**config.mk**
```make
export PLATFORM = sky130hd
export DESIGN_NAME = handshake_fifo
export DESIGN_NICKNAME = d
export VERILOG_FILES = /design/src/rtl/handshake_fifo.sv
export SDC_FILE = /design/constraint.sdc
export NUM_CORES = 1
export LEC_CHECK = 0
export CAP_MARGIN = 20
export CELL_PAD_IN_SITES_DETAIL_PLACEMENT = 0
export CELL_PAD_IN_SITES_GLOBAL_PLACEMENT = 1
export CORE_MARGIN = 5
export CORE_UTILIZATION = 42
export CTS_BUF_LIST = sky130_fd_sc_hd__clkbuf_16
export DETAILED_ROUTE_END_ITERATION = 12
export PLACE_DENSITY_LB_ADDON = 0.1
export SLEW_MARGIN = 40
export SYNTH_ARGS = -nofsm -noshare
export SYNTH_HDL_FRONTEND = slang
export SYNTH_SLANG_ARGS = --single-unit
```
**constraint.sdc**
```tcl
create_clock -name clk -period 2.9 [get_ports clk]
set_clock_uncertainty 0.1 [all_clocks]
set_input_delay 0.87 -clock clk [delete_from_list [all_inputs] [get_ports clk]]
set_output_delay 0.87 -clock clk [all_outputs]
set_load 0.005 [all_outputs]
```
**src/rtl/handshake_fifo.sv**
```systemverilog
// Valid/ready elastic buffer: circular FIFO with occupancy count and
// first-word-fall-through output that reads as zero while empty.
module handshake_fifo #(
   parameter int wd    = 4,
   parameter int depth = 4,
   parameter int aw    = 2
) (
   input  logic          clk,
   input  logic          rst,
   input  logic          up_valid,
   output logic          up_ready,
   input  logic [wd-1:0] up_data,
   output logic          dn_valid,
   input  logic          dn_ready,
   output logic [wd-1:0] dn_data,
   output logic [aw:0]   count
);

   localparam logic [aw:0] full_cnt = (aw + 1)'(depth);

   logic [wd-1:0] mem [depth];
   logic [aw-1:0] wr_ptr;
   logic [aw-1:0] rd_ptr;
   logic          push;
   logic          pop;

   // up_ready carries rst so a push can never land during reset, and a pop
   // on a full FIFO does not open the input in the same cycle.
   assign up_ready = rst & (count != full_cnt);
   assign dn_valid = (count != '0);
   assign dn_data  = dn_valid ? mem[rd_ptr] : '0;
   assign push     = up_valid & up_ready;
   assign pop      = dn_valid & dn_ready;

   always_ff @(posedge clk) begin
      if (!rst) begin
         wr_ptr <= '0;
         rd_ptr <= '0;
         count  <= '0;
      end else begin
         if (push) wr_ptr <= wr_ptr + 1'b1;
         if (pop)  rd_ptr <= rd_ptr + 1'b1;
         case ({push, pop})
            2'b10:   count <= count + 1'b1;
            2'b01:   count <= count - 1'b1;
            default: count <= count;
         endcase
      end
   end

   // Storage is deliberately not reset; stale words are masked by count.
   always_ff @(posedge clk) begin
      if (push) mem[wr_ptr] <= up_data;
   end

endmodule

```
==> results of run 1 <==
-- synthesized netlist by cell type, types with 2 or more instances --
cell	n	area, sq um
a21boi_0	2	15.0
dfxtp_1	9	180
ha_1	5	62.6
o21ai_0	3	15.0
and2_1	6	37.5
mux4_1	4	105
edfxtp_1	16	480
and2b_1	2	15.0
o21ai_1	2	10.0
inv_1	8	30.0
or3_1	2	12.5
nand2_1	6	22.5
nor2b_1	3	18.8
mux2i_1	2	20.0
-- worst min-delay path, stage by stage (launching register included) --
cell and delay (ps):
dfxtp_1 320, nand2_1 80, o21ai_1 60
-- power breakdown --
group / total (mW) / internal, mW / leakage, nW / switching, mW
combinational: 0.417 / 0.255 / 0.271 / 0.162
clock: 0.291 / 0.184 / 0.0423 / 0.107
sequential: 0.488 / 0.431 / 0.219 / 0.0564
total: 1.20 / 0.870 / 0.533 / 0.325
-- cells in the final DEF (no fill, tap or decap), drive strengths merged --
| cell type | synthesis | layout |
|---|---|---|
| a21boi | 3 | 3 |
| a21oi | 1 | 1 |
| and2 | 6 | 6 |
| and2b | 2 | 2 |
| buf | 0 | 6 |
| clkbuf | 1 | 3 |
| clkdlybuf4s50 | 0 | 15 |
| dfxtp | 9 | 9 |
| dlygate4sd2 | 0 | 1 |
| edfxtp | 16 | 16 |
| fa | 1 | 1 |
| ha | 5 | 5 |
| inv | 8 | 9 |
| mux2i | 2 | 2 |
| mux4 | 4 | 4 |
| nand2 | 6 | 6 |
| nand4bb | 1 | 1 |
| nor2 | 1 | 1 |
| nor2b | 3 | 3 |
| nor3 | 1 | 1 |
| o21ai | 5 | 5 |
| or3 | 2 | 2 |
| xnor2 | 1 | 1 |
| xor2 | 1 | 1 |
-- worst max path at each step --
stage | endpoint | slack [ps]
after floorplan | count[2]$_SDFFE_PN0P_ | 350
after global placement | up_ready | -130
after detailed placement | count[2]$_SDFFE_PN0P_ | -130
after CTS | dn_data[1] | 30
after global routing | dn_data[1] | 30
final | dn_data[1] | 130
-- registers in the layout, indices dropped and copies added (netlist names), named ones only --
name and count:
mem 16, rd_ptr 2, wr_ptr 2, count 3
-- per-stage QoR --
stage / setup WS (ps) / TNS, ps / utilization [%] / instance area, sq um / hold slack, ps
after detailed placement: -127 / -253 / 54.1 / 1350 / 388
final: 128 / 0 / 57.3 / 1430 / 385
after global routing: 30.9 / 0 / 57.3 / 1430 / 437
after floorplan: 355 / 0 / - / 1110 / 356
after global placement: -131 / -256 / 54.1 / 1350 / 367
after CTS: 25.6 / 0 / 57.2 / 1430 / 396
-- cells by family (layout without fill, tap and decap cells) --
| kind of cell | Yosys count | in the layout |
|---|---|---|
| DFF | 25 | 25 |
| and+or+nand+nor | 22 | 22 |
| AOI/OAI and AO/OA | 9 | 9 |
| buffers and inverters | 9 | 34 |
| adders and majority gates | 6 | 6 |
| muxes | 6 | 6 |
| xor gates and xnor gates | 2 | 2 |
-- per-layer routing --
metal / GRT usage, % / part of all wire, % / vias to the layer above
li1: - / - / 331
met3: 2.73 / 4.6 / 4
met1: 13.4 / 44 / 316
met5: 0 / 0 / -
met2: 19.1 / 50 / 11
met4: 4.55 / 1.7 / 0
-- layout make-up --
type                       count  area [sq um]
sequential                    25           662
inverter                       8          30.0
clock buffer                   3          75.1
timing repair buffer          22           204
fill                         218          1070
tap                           30          37.5
multi-input combinational     45           419
clock inverter                 1          3.75
-- repair_timing --
action,CTS,global route
gates cloned,0,0
gates resized for setup,1,1
endpoints found under the setup margin,1,3
==> run summary, run 1 <==
LOGIC SYNTHESIS
-------------------------------------------------------------------------------------
Compound-cell area share of the yosys netlist                                   5.05%
Share of the synthesized netlist area taken by xor and xnor gates               1.57%
Post-synthesis async set-or-reset flop share                                       0%
Simple-gate area share of the yosys netlist                                     12.3%
Number of unique standard cell types used by synthesis                             23
Number of enable-type register cells in the synthesized netlist                    16
Gate count after technology mapping                                                79
Mean area per synthesized cell                                             14.1 sq um
Fraction of synthesized area in multiplexers                                    11.2%
Warnings, synthesis                                                                 0
Syn_nets                                                                           93
Top flip-flop cell by instance count after synthesis                         edfxtp_1
Adder and majority gate portion of the synthesized area                         7.41%
Yosys reg bits                                                                     25
Share of synthesized area occupied by flip-flops and latches                    59.3%
Largest family of logic cells by synthesized area                        simple AND/OR/NAND/NOR gates
Mapped Area                                                              0.00111 sq mm

CLOCK TREE
-------------------------------------------------------------------------------------
Clock-pin slew of the registers on the worst-case setup and hold paths          60 ps
CTS hold repair buffers                                                             0
Number of clock buffers inserted by TritonCTS                                       3
Clock Tree Root                                                             clkbuf_16
Maximum number of buffers from clock root to sink                                   2
Source-to-sink clock delay at the later pin of the worst-skew pair             250 ps
H-tree lvl count                                                                    1
Count of buffers added by post-CTS timing repair for setup                          0
Total clock sinks                                                                  25
TritonCTS clock tree                                                            built

SETUP PATH
-------------------------------------------------------------------------------------
Worst stage delay on the critical path                                         560 ps
Type of element launching the critical path                                  register
Critical path required time                                                   1930 ps
Critical Path End Type                                                   primary output
RR Startpoint                                                            count[0]$_SDFFE_PN0P_
Buffers plus inverters on the worst setup path                                      1
Crit-path slowest cell                                                         mux4_1
Family with the most delay on the worst path                             multiplexers
Data arrival time at the worst-slack endpoint                                 1800 ps
Cell count of the worst reg-to-reg path                                             8
Worst r2r dst                                                            count[2]$_SDFFE_PN0P_
Register-to-register setup slack                                               700 ps
Path length in cells of the critical path                                           3
Critical path cell sequence                                              mux4_1 > and2b_1 > clkdlybuf4s50_1
Critical setup path kind                                                 register to primary output
Crit path max fanout                                                                4

PLACEMENT
-------------------------------------------------------------------------------------
GPL Wtd Cong                                                                    0.662
Estimated wirelength of the detail-placed design                              1.42 mm
Placed insts                                                                      130
Number of port buffers                                                             16

ROUTE
-------------------------------------------------------------------------------------
Post-DR vias/cell                                                                4.94
Wire per inst                                                                 13.3 um
TritonRoute pass-1 iters                                                            2
Post-DRT Antenna Nets                                                               0
Via count                                                                         662
Iteration-0 DRC Markers                                                             7
Final wirelength                                                              1.78 mm
DRC viols                                                                           0

MIN PATH
-------------------------------------------------------------------------------------
WHS Path Cells                                                                      2
Worst Hold Launch                                                        rd_ptr[0]$_SDFFE_PN0P_
Worst min-delay path class                                               register to register

GLOBAL ROUTE
-------------------------------------------------------------------------------------
Wire length of the first global-routing pass                                  3.02 mm
Via count of the first global-routing pass                                        665
Leftover overflow at the end of global routing                                      0
Largest net degree at the start of global routing                                  14
Antenna violations before repair                                                    0
Overall global routing resource usage                                           11.2%

PWR
-------------------------------------------------------------------------------------
Peak supply drop                                                             0.416 mV
Sum of internal, switching and leakage power                                  1.20 mW
Total power per unit cell area                                            835 mW/mm^2
Leak pwr                                                                     0.533 nW

FLOORPLAN
-------------------------------------------------------------------------------------
Core Region                                                              0.00250 sq mm
I/O pins                                                                           17
Vertical die dimension                                                        61.5 um
Die area                                                                 0.00378 sq mm
Placement row count                                                                18
X dimension of the die                                                        61.5 um
Initial Util                                                                    44.6%

TIMING
-------------------------------------------------------------------------------------
Peak Freq                                                                     361 MHz
Final min period                                                              2770 ps
RSZ-0062 raised after global routing                                               no
Hold Fails Final Rpt                                                                0
Least-Margin Pin Slew                                                          359 ps
Total setup violations reported at the end of the flow                              0
Final period util                                                               95.6%
Max-slew headroom at the worst pin                                              76.0%
Final Max Slew Viols                                                                0

CELLS AND AREA
-------------------------------------------------------------------------------------
N_diodes                                                                            0
Final layout net count                                                            119
Final cell count without fillers                                                  134
Layout cells sized above 1                                                      11.5%
Area added between synthesis and finish                                         28.4%

JOB
-------------------------------------------------------------------------------------
Reported max-cap violation count                                                    0

STATUS
-------------------------------------------------------------------------------------
Result of the run                                                        finished, final reports clean

(Power assumes the default switching activity.)
==> run 2: changes to the inputs <==
SETUP_SLACK_MARGIN = 0.2   (was default)
==> run 2 against run 1 <==
  * Register-to-register slack gained 80 ps
  * Cell area grew 2.4%
  * Routed wire length grew 2.3%
  * Non-clock buffer count grew 4
  * Clock power is essentially flat
  * Core utilization grew 1.4 points
  * Critical path depth grew 5
  * Global-route usage grew 0.14 points
==> run summary, run 2 (same netlist as run 1, synthesis figures left out) <==
PWR
-------------------------------------------------------------------------------------
Sum of internal, switching and leakage power                                  1.22 mW   +1.7%
Leak pwr                                                                     0.577 nW   +8.3%
Total power per unit cell area                                            829 mW/mm^2   -0.71%
Peak supply drop                                                             0.423 mV   +1.7%

CLOCK TREE
-------------------------------------------------------------------------------------
Clock Tree Root                                                             clkbuf_16
TritonCTS clock tree                                                            built
Number of clock buffers inserted by TritonCTS                                       3   unchanged
Maximum number of buffers from clock root to sink                                   2   unchanged
Source-to-sink clock delay at the later pin of the worst-skew pair             250 ps   about the same
Clock-pin slew of the registers on the worst-case setup and hold paths          60 ps   about the same
Total clock sinks                                                                  25   unchanged
H-tree lvl count                                                                    1   unchanged

ROUTE
-------------------------------------------------------------------------------------
Post-DRT Antenna Nets                                                               0   unchanged
Via count                                                                         680   +2.7%
DRC viols                                                                           0   unchanged
Post-DR vias/cell                                                                4.93   -0.26%
Wire per inst                                                                 13.2 um   -0.66%
Iteration-0 DRC Markers                                                             5   -2
TritonRoute pass-1 iters                                                            2   unchanged
Final wirelength                                                              1.82 mm   +2.3%

PLACEMENT
-------------------------------------------------------------------------------------
GPL Wtd Cong                                                                    0.662   unchanged
Estimated wirelength of the detail-placed design                              1.42 mm   unchanged
Number of port buffers                                                             16   unchanged
Post-place setup slack                                                        -127 ps   unchanged

SETUP PATH
-------------------------------------------------------------------------------------
Type of element launching the critical path                              primary input
Crit path max fanout                                                                2   -2
Critical Path End Type                                                       register
Critical path required time                                                   2990 ps   +1060 ps
Cell count of the worst reg-to-reg path                                             8   unchanged
Register-to-register setup slack                                               780 ps   +80 ps
RR Startpoint                                                            count[0]$_SDFFE_PN0P_
Data arrival time at the worst-slack endpoint                                 2720 ps   +920 ps
Worst r2r dst                                                            count[2]$_SDFFE_PN0P_
Critical setup path kind                                                 primary input to register

CELLS AND AREA
-------------------------------------------------------------------------------------
Leading cell types in the layout, fill and taps excluded                 edfxtp_1 (16), clkdlybuf4s50_1 (10), inv_1 (9), buf_4 (9), dfxtp_1 (8)
Multi-input combinational cell area                                         420 sq um   +0.30%
Reg with most FFs                                                                 mem
Area added between synthesis and finish                                         31.5%
Most common library cell in the layout ignoring fill and taps                edfxtp_1
Sequential cell area                                                        664 sq um   +0.38%
Final layout net count                                                            123   +3.4%
Count of filler cells inserted in the layout                                      211   -3.2%
N_diodes                                                                            0   unchanged
Largest registers ranked by flip-flop count                              mem (16), count (3)
Max reg flops                                                                      16   unchanged
Layout cells sized above 1                                                      17.6%   +6.1 points
Core Util, Final                                                                58.7%   +1.4 points

MIN PATH
-------------------------------------------------------------------------------------
Worst Hold Launch                                                        rd_ptr[0]$_SDFFE_PN0P_
WHS Path Cells                                                                      2   unchanged
Worst min-delay path class                                               register to register

FLOORPLAN
-------------------------------------------------------------------------------------
Core Region                                                              0.00250 sq mm   unchanged
Initial Util                                                                    44.6%   unchanged
Vertical die dimension                                                        61.5 um   unchanged
Placement row count                                                                18   unchanged
I/O pins                                                                           17   unchanged
X dimension of the die                                                        61.5 um   unchanged
Die area                                                                 0.00378 sq mm   unchanged

TIMING
-------------------------------------------------------------------------------------
Max-slew headroom at the worst pin                                              75.0%   -0.99 points
Minimum hold slack                                                             384 ps   -1.49 ps
RSZ-0062 raised after global routing                                              yes
Final Max Slew Viols                                                                0   unchanged
Peak Freq                                                                     380 MHz   +5.2%
Least-Margin Pin Slew                                                          374 ps   +14.8 ps
Hold Fails Final Rpt                                                                0   unchanged
Total setup violations reported at the end of the flow                              0   unchanged
Final period util                                                               90.8%   -4.7 points
Setup TNS                                                                        0 ps   unchanged
Final setup margin                                                             266 ps   +138 ps
Final min period                                                              2630 ps   -138 ps

JOB
-------------------------------------------------------------------------------------
Reported max-cap violation count                                                    0   unchanged

GLOBAL ROUTE
-------------------------------------------------------------------------------------
Wire length of the first global-routing pass                                  3.04 mm   +0.90%
Largest net degree at the start of global routing                                  14   unchanged
Antenna violations before repair                                                    0   unchanged
Via count of the first global-routing pass                                        671   +0.90%
Leftover overflow at the end of global routing                                      0   unchanged
Overall global routing resource usage                                           11.3%   +0.14 points

STATUS
-------------------------------------------------------------------------------------
Result of the run                                                        finished, final reports clean

run 2: where the power goes:
group / internal, mW / switching [mW] / total, mW
combinational: 0.266 / 0.174 / 0.440
sequential: 0.434 / 0.0531 / 0.487
clock: 0.184 / 0.105 / 0.289
run 2: final cells by class:
class                      instances  share of cell area (%)
multi-input combinational         45                    28.7
inverter                           8                    2.05
sequential                        25                    45.3
clock buffer                       3                    5.12
timing repair buffer              26                    16.0
tap                               30                    2.56
clock inverter                     1                   0.256
run 2: what timing repair did:
| item | in CTS | in global routing |
|---|---|---|
| endpoints found under the setup margin | 6 | 4 |
| resized for setup | 8 | 5 |
| buffers inserted | 1 | 3 |
| hold buffers | 0 | 0 |
| pin swaps | 0 | 0 |
run 2: worst max-delay path, stage by stage:
cell,delay (ps)
clkdlybuf4s50_1,470
nor2b_2,160
ha_2,190
inv_1,50
fa_1,370
xor2_1,160
or3_1,300
a21boi_1,140
run 2: per-layer routing:
layer  part of all wire, %  global-route usage [%]  up-vias
met5                     0                       0        -
met4                   1.6                    4.55        0
met3                   4.6                    2.73        4
met2                    51                    19.6       11
met1                    42                    13.4      323
li1                      -                       -      342
run 2: worst max-delay path by stage:
stage / startpoint / end / slack [ps] / cells past startpoint
floorplan: rst / count[2]$_SDFFE_PN0P_ / 350 / 10
global placement: rst / up_ready / -130 / 3
detailed placement: rst / count[2]$_SDFFE_PN0P_ / -130 / 11
CTS: rst / count[2]$_SDFFE_PN0P_ / 150 / 11
global route: dn_ready / count[2]$_SDFFE_PN0P_ / 180 / 8
finish: dn_ready / count[2]$_SDFFE_PN0P_ / 270 / 8
run 2: metrics by stage:
step	cells	instance area, sq um
2_1_floorplan	79	1110
4_1_cts	135	1440
3_5_place_dp	130	1350
3_3_place_gp	130	1350
5_1_grt	138	1470
6_report	138	1470
==> run 3: changes to the inputs <==
CTS_BUF_LIST = default   (was sky130_fd_sc_hd__clkbuf_16)
==> run 3 against run 2 <==
  * Critical path depth is the same
  * Flip-flop and latch count is the same
  * Sequential power grew 2%
  * Largest cell class unchanged
  * Cell area shrank 4.1%
  * Die area is the same
  * Core utilization shrank 2.4 points
  * Sequential share of layout area grew 1.9 points
  * Combinational power shrank 1%
  * Final cell count shrank 0.72%
  * Hold slack gained 12 ps
  * Clock-buffer cell count grew 1
  * Routed wire length grew 5.5%
==> run summary, run 3 (same netlist as run 1, synthesis figures left out) <==
PLACEMENT
-------------------------------------------------------------------------------------
Estimated wirelength of the detail-placed design                              1.42 mm   unchanged
Number of port buffers                                                             16   unchanged
GPL Wtd Cong                                                                    0.662   unchanged
Area after DPL                                                           0.00135 sq mm   unchanged

SETUP PATH
-------------------------------------------------------------------------------------
RR Startpoint                                                            count[2]$_SDFFE_PN0P_
Critical path required time                                                   3050 ps   +60 ps
Worst setup startpoint                                                       dn_ready
Critical Path End Type                                                       register
Data arrival time at the worst-slack endpoint                                 2770 ps   +50 ps
Crit path max fanout                                                                2   unchanged
Critical setup path kind                                                 primary input to register
Type of element launching the critical path                              primary input

CELLS AND AREA
-------------------------------------------------------------------------------------
Most common library cell in the layout ignoring fill and taps                edfxtp_1
N_diodes                                                                            0   unchanged
Max reg flops                                                                      16   unchanged
Final layout net count                                                            122   -0.81%
Leading cell types in the layout, fill and taps excluded                 edfxtp_1 (16), clkdlybuf4s50_1 (10), inv_1 (8), dfxtp_1 (8), buf_4 (7)
Layout cells sized above 1                                                      16.8%   -0.77 points
Largest registers ranked by flip-flop count                              mem (16), count (3)
Area added between synthesis and finish                                         26.2%
Reg with most FFs                                                                 mem
Core Util, Final                                                                56.3%   -2.4 points
Count of filler cells inserted in the layout                                      221   +4.7%
Post-Layout Inst Area                                                    0.00141 sq mm   -4.1%

TIMING
-------------------------------------------------------------------------------------
RSZ-0062 raised after global routing                                              yes
Final period util                                                               90.4%   -0.45 points
Total setup violations reported at the end of the flow                              0   unchanged
Final Max Slew Viols                                                                0   unchanged
Least-Margin Pin Slew                                                          331 ps   -43.4 ps
Hold Fails Final Rpt                                                                0   unchanged
Max-slew headroom at the worst pin                                              77.9%   +2.9 points
Final min period                                                              2620 ps   -13.1 ps
Peak Freq                                                                     382 MHz   +0.50%

PWR
-------------------------------------------------------------------------------------
Total power per unit cell area                                            767 mW/mm^2   -7.5%
Peak supply drop                                                             0.427 mV   +0.81%
Fraction of power consumed by sequential logic                                  46.1%   +6.1 points
Reported net switching power                                                 0.331 mW   -0.36%
Clock network fraction of design power                                          13.7%   -10 points
Leak pwr                                                                     0.532 nW   -7.8%
Proportion of power drawn by combinational gates                                40.2%   +4.0 points
Internal cell power                                                          0.748 mW   -15%
Sw Ratio                                                                        30.7%   +3.4 points
Sum of internal, switching and leakage power                                  1.08 mW   -11%

CLOCK TREE
-------------------------------------------------------------------------------------
Clock Tree Root                                                              clkbuf_4
Source-to-sink clock delay at the later pin of the worst-skew pair             310 ps   +60 ps
Clock-pin slew of the registers on the worst-case setup and hold paths         120 ps   +60 ps
Total clock sinks                                                                  25   unchanged
Maximum number of buffers from clock root to sink                                   2   unchanged
Number of clock buffers inserted by TritonCTS                                       3   unchanged
CTS hold repair buffers                                                             0   unchanged
TritonCTS clock tree                                                            built
H-tree lvl count                                                                    1   unchanged

GLOBAL ROUTE
-------------------------------------------------------------------------------------
Leftover overflow at the end of global routing                                      0   unchanged
Overall global routing resource usage                                           11.4%   +0.044 points
Via count of the first global-routing pass                                        678   +1.0%
Largest net degree at the start of global routing                                  14   unchanged
Antenna violations before repair                                                    0   unchanged
Wire length of the first global-routing pass                                  3.04 mm   -0.20%

FLOORPLAN
-------------------------------------------------------------------------------------
Core Region                                                              0.00250 sq mm   unchanged
Initial Util                                                                    44.6%   unchanged
Vertical die dimension                                                        61.5 um   unchanged
I/O pins                                                                           17   unchanged
X dimension of the die                                                        61.5 um   unchanged
Die area                                                                 0.00378 sq mm   unchanged
Placement row count                                                                18   unchanged

STATUS
-------------------------------------------------------------------------------------
Result of the run                                                        finished, final reports clean

ROUTE
-------------------------------------------------------------------------------------
Post-DR vias/cell                                                                4.95   +0.43%
DRC viols                                                                           0   unchanged
Wire per inst                                                                 14.0 um   +6.3%
Via count                                                                         678   -0.29%
Final wirelength                                                              1.92 mm   +5.5%
TritonRoute pass-1 iters                                                            4   +2
Post-DRT Antenna Nets                                                               0   unchanged
Iteration-0 DRC Markers                                                            11   +6

MIN PATH
-------------------------------------------------------------------------------------
Worst Hold Launch                                                        rd_ptr[0]$_SDFFE_PN0P_
Worst min-delay path class                                               register to register

JOB
-------------------------------------------------------------------------------------
Reported max-cap violation count                                                    0   unchanged

==> run 3: cell type report <==
class	instances	area [sq um]	share of cell area [%]
well taps	30	37.5	2.67
inverters	8	30.0	2.14
repair buffers	24	224	15.9
multi-input cells	46	424	30.2
flip-flops and latches	25	664	47.2
clock buffers	4	26.3	1.87
==> run 3: worst paths after layout <==
path	endpoint	slack, ps	cells after the start
worst max-delay path	count[2]$_SDFFE_PN0P_	280	8
worst min-delay path	register	400	2
worst max register to register	count[2]$_SDFFE_PN0P_	670	8
worst min register to register	register	400	2
==> run 3: through the flow <==
stage / TNS, ps / setup WS [ps] / instances / hold WS (ps)
2_1_floorplan: 0 / 355 / 79 / 356
3_3_place_gp: -256 / -131 / 130 / 367
3_5_place_dp: -253 / -127 / 130 / 388
4_1_cts: 0 / 145 / 136 / 397
5_1_grt: 0 / 171 / 137 / 447
6_report: 0 / 279 / 137 / 395
==> run 3: power by group through the flow <==
stage	Combinational [mW]	Clock (mW)	Sequential (mW)
6_report	0.434	0.148	0.497
2_1_floorplan	0.226	0	0.483
3_3_place_gp	0.418	0	0.492
4_1_cts	0.424	0.157	0.488
5_1_grt	0.487	0.177	0.510
3_5_place_dp	0.427	0	0.496
==> run 3: what timing repair did <==
action,4_1_cts,5_1_grt
gates resized for setup,7,10
gates cloned,0,1
setup endpoints to repair,5,6
setup buffers,2,0
pin swaps,0,1
==> run 3: critical path: stages <==
cell and delay [ps]:
clkdlybuf4s50_1 470, nor2b_1 190, ha_2 210, inv_1 50, fa_1 370, xor2_1 160, or3_1 300, a21boi_1 140
==> run 3: layer usage <==
layer / global-route usage [%] / part of all wire [%]
met1: 13.3 / 43
met2: 19.4 / 50
met3: 2.73 / 4.6
met4: 5.45 / 1.7
met5: 0 / 0
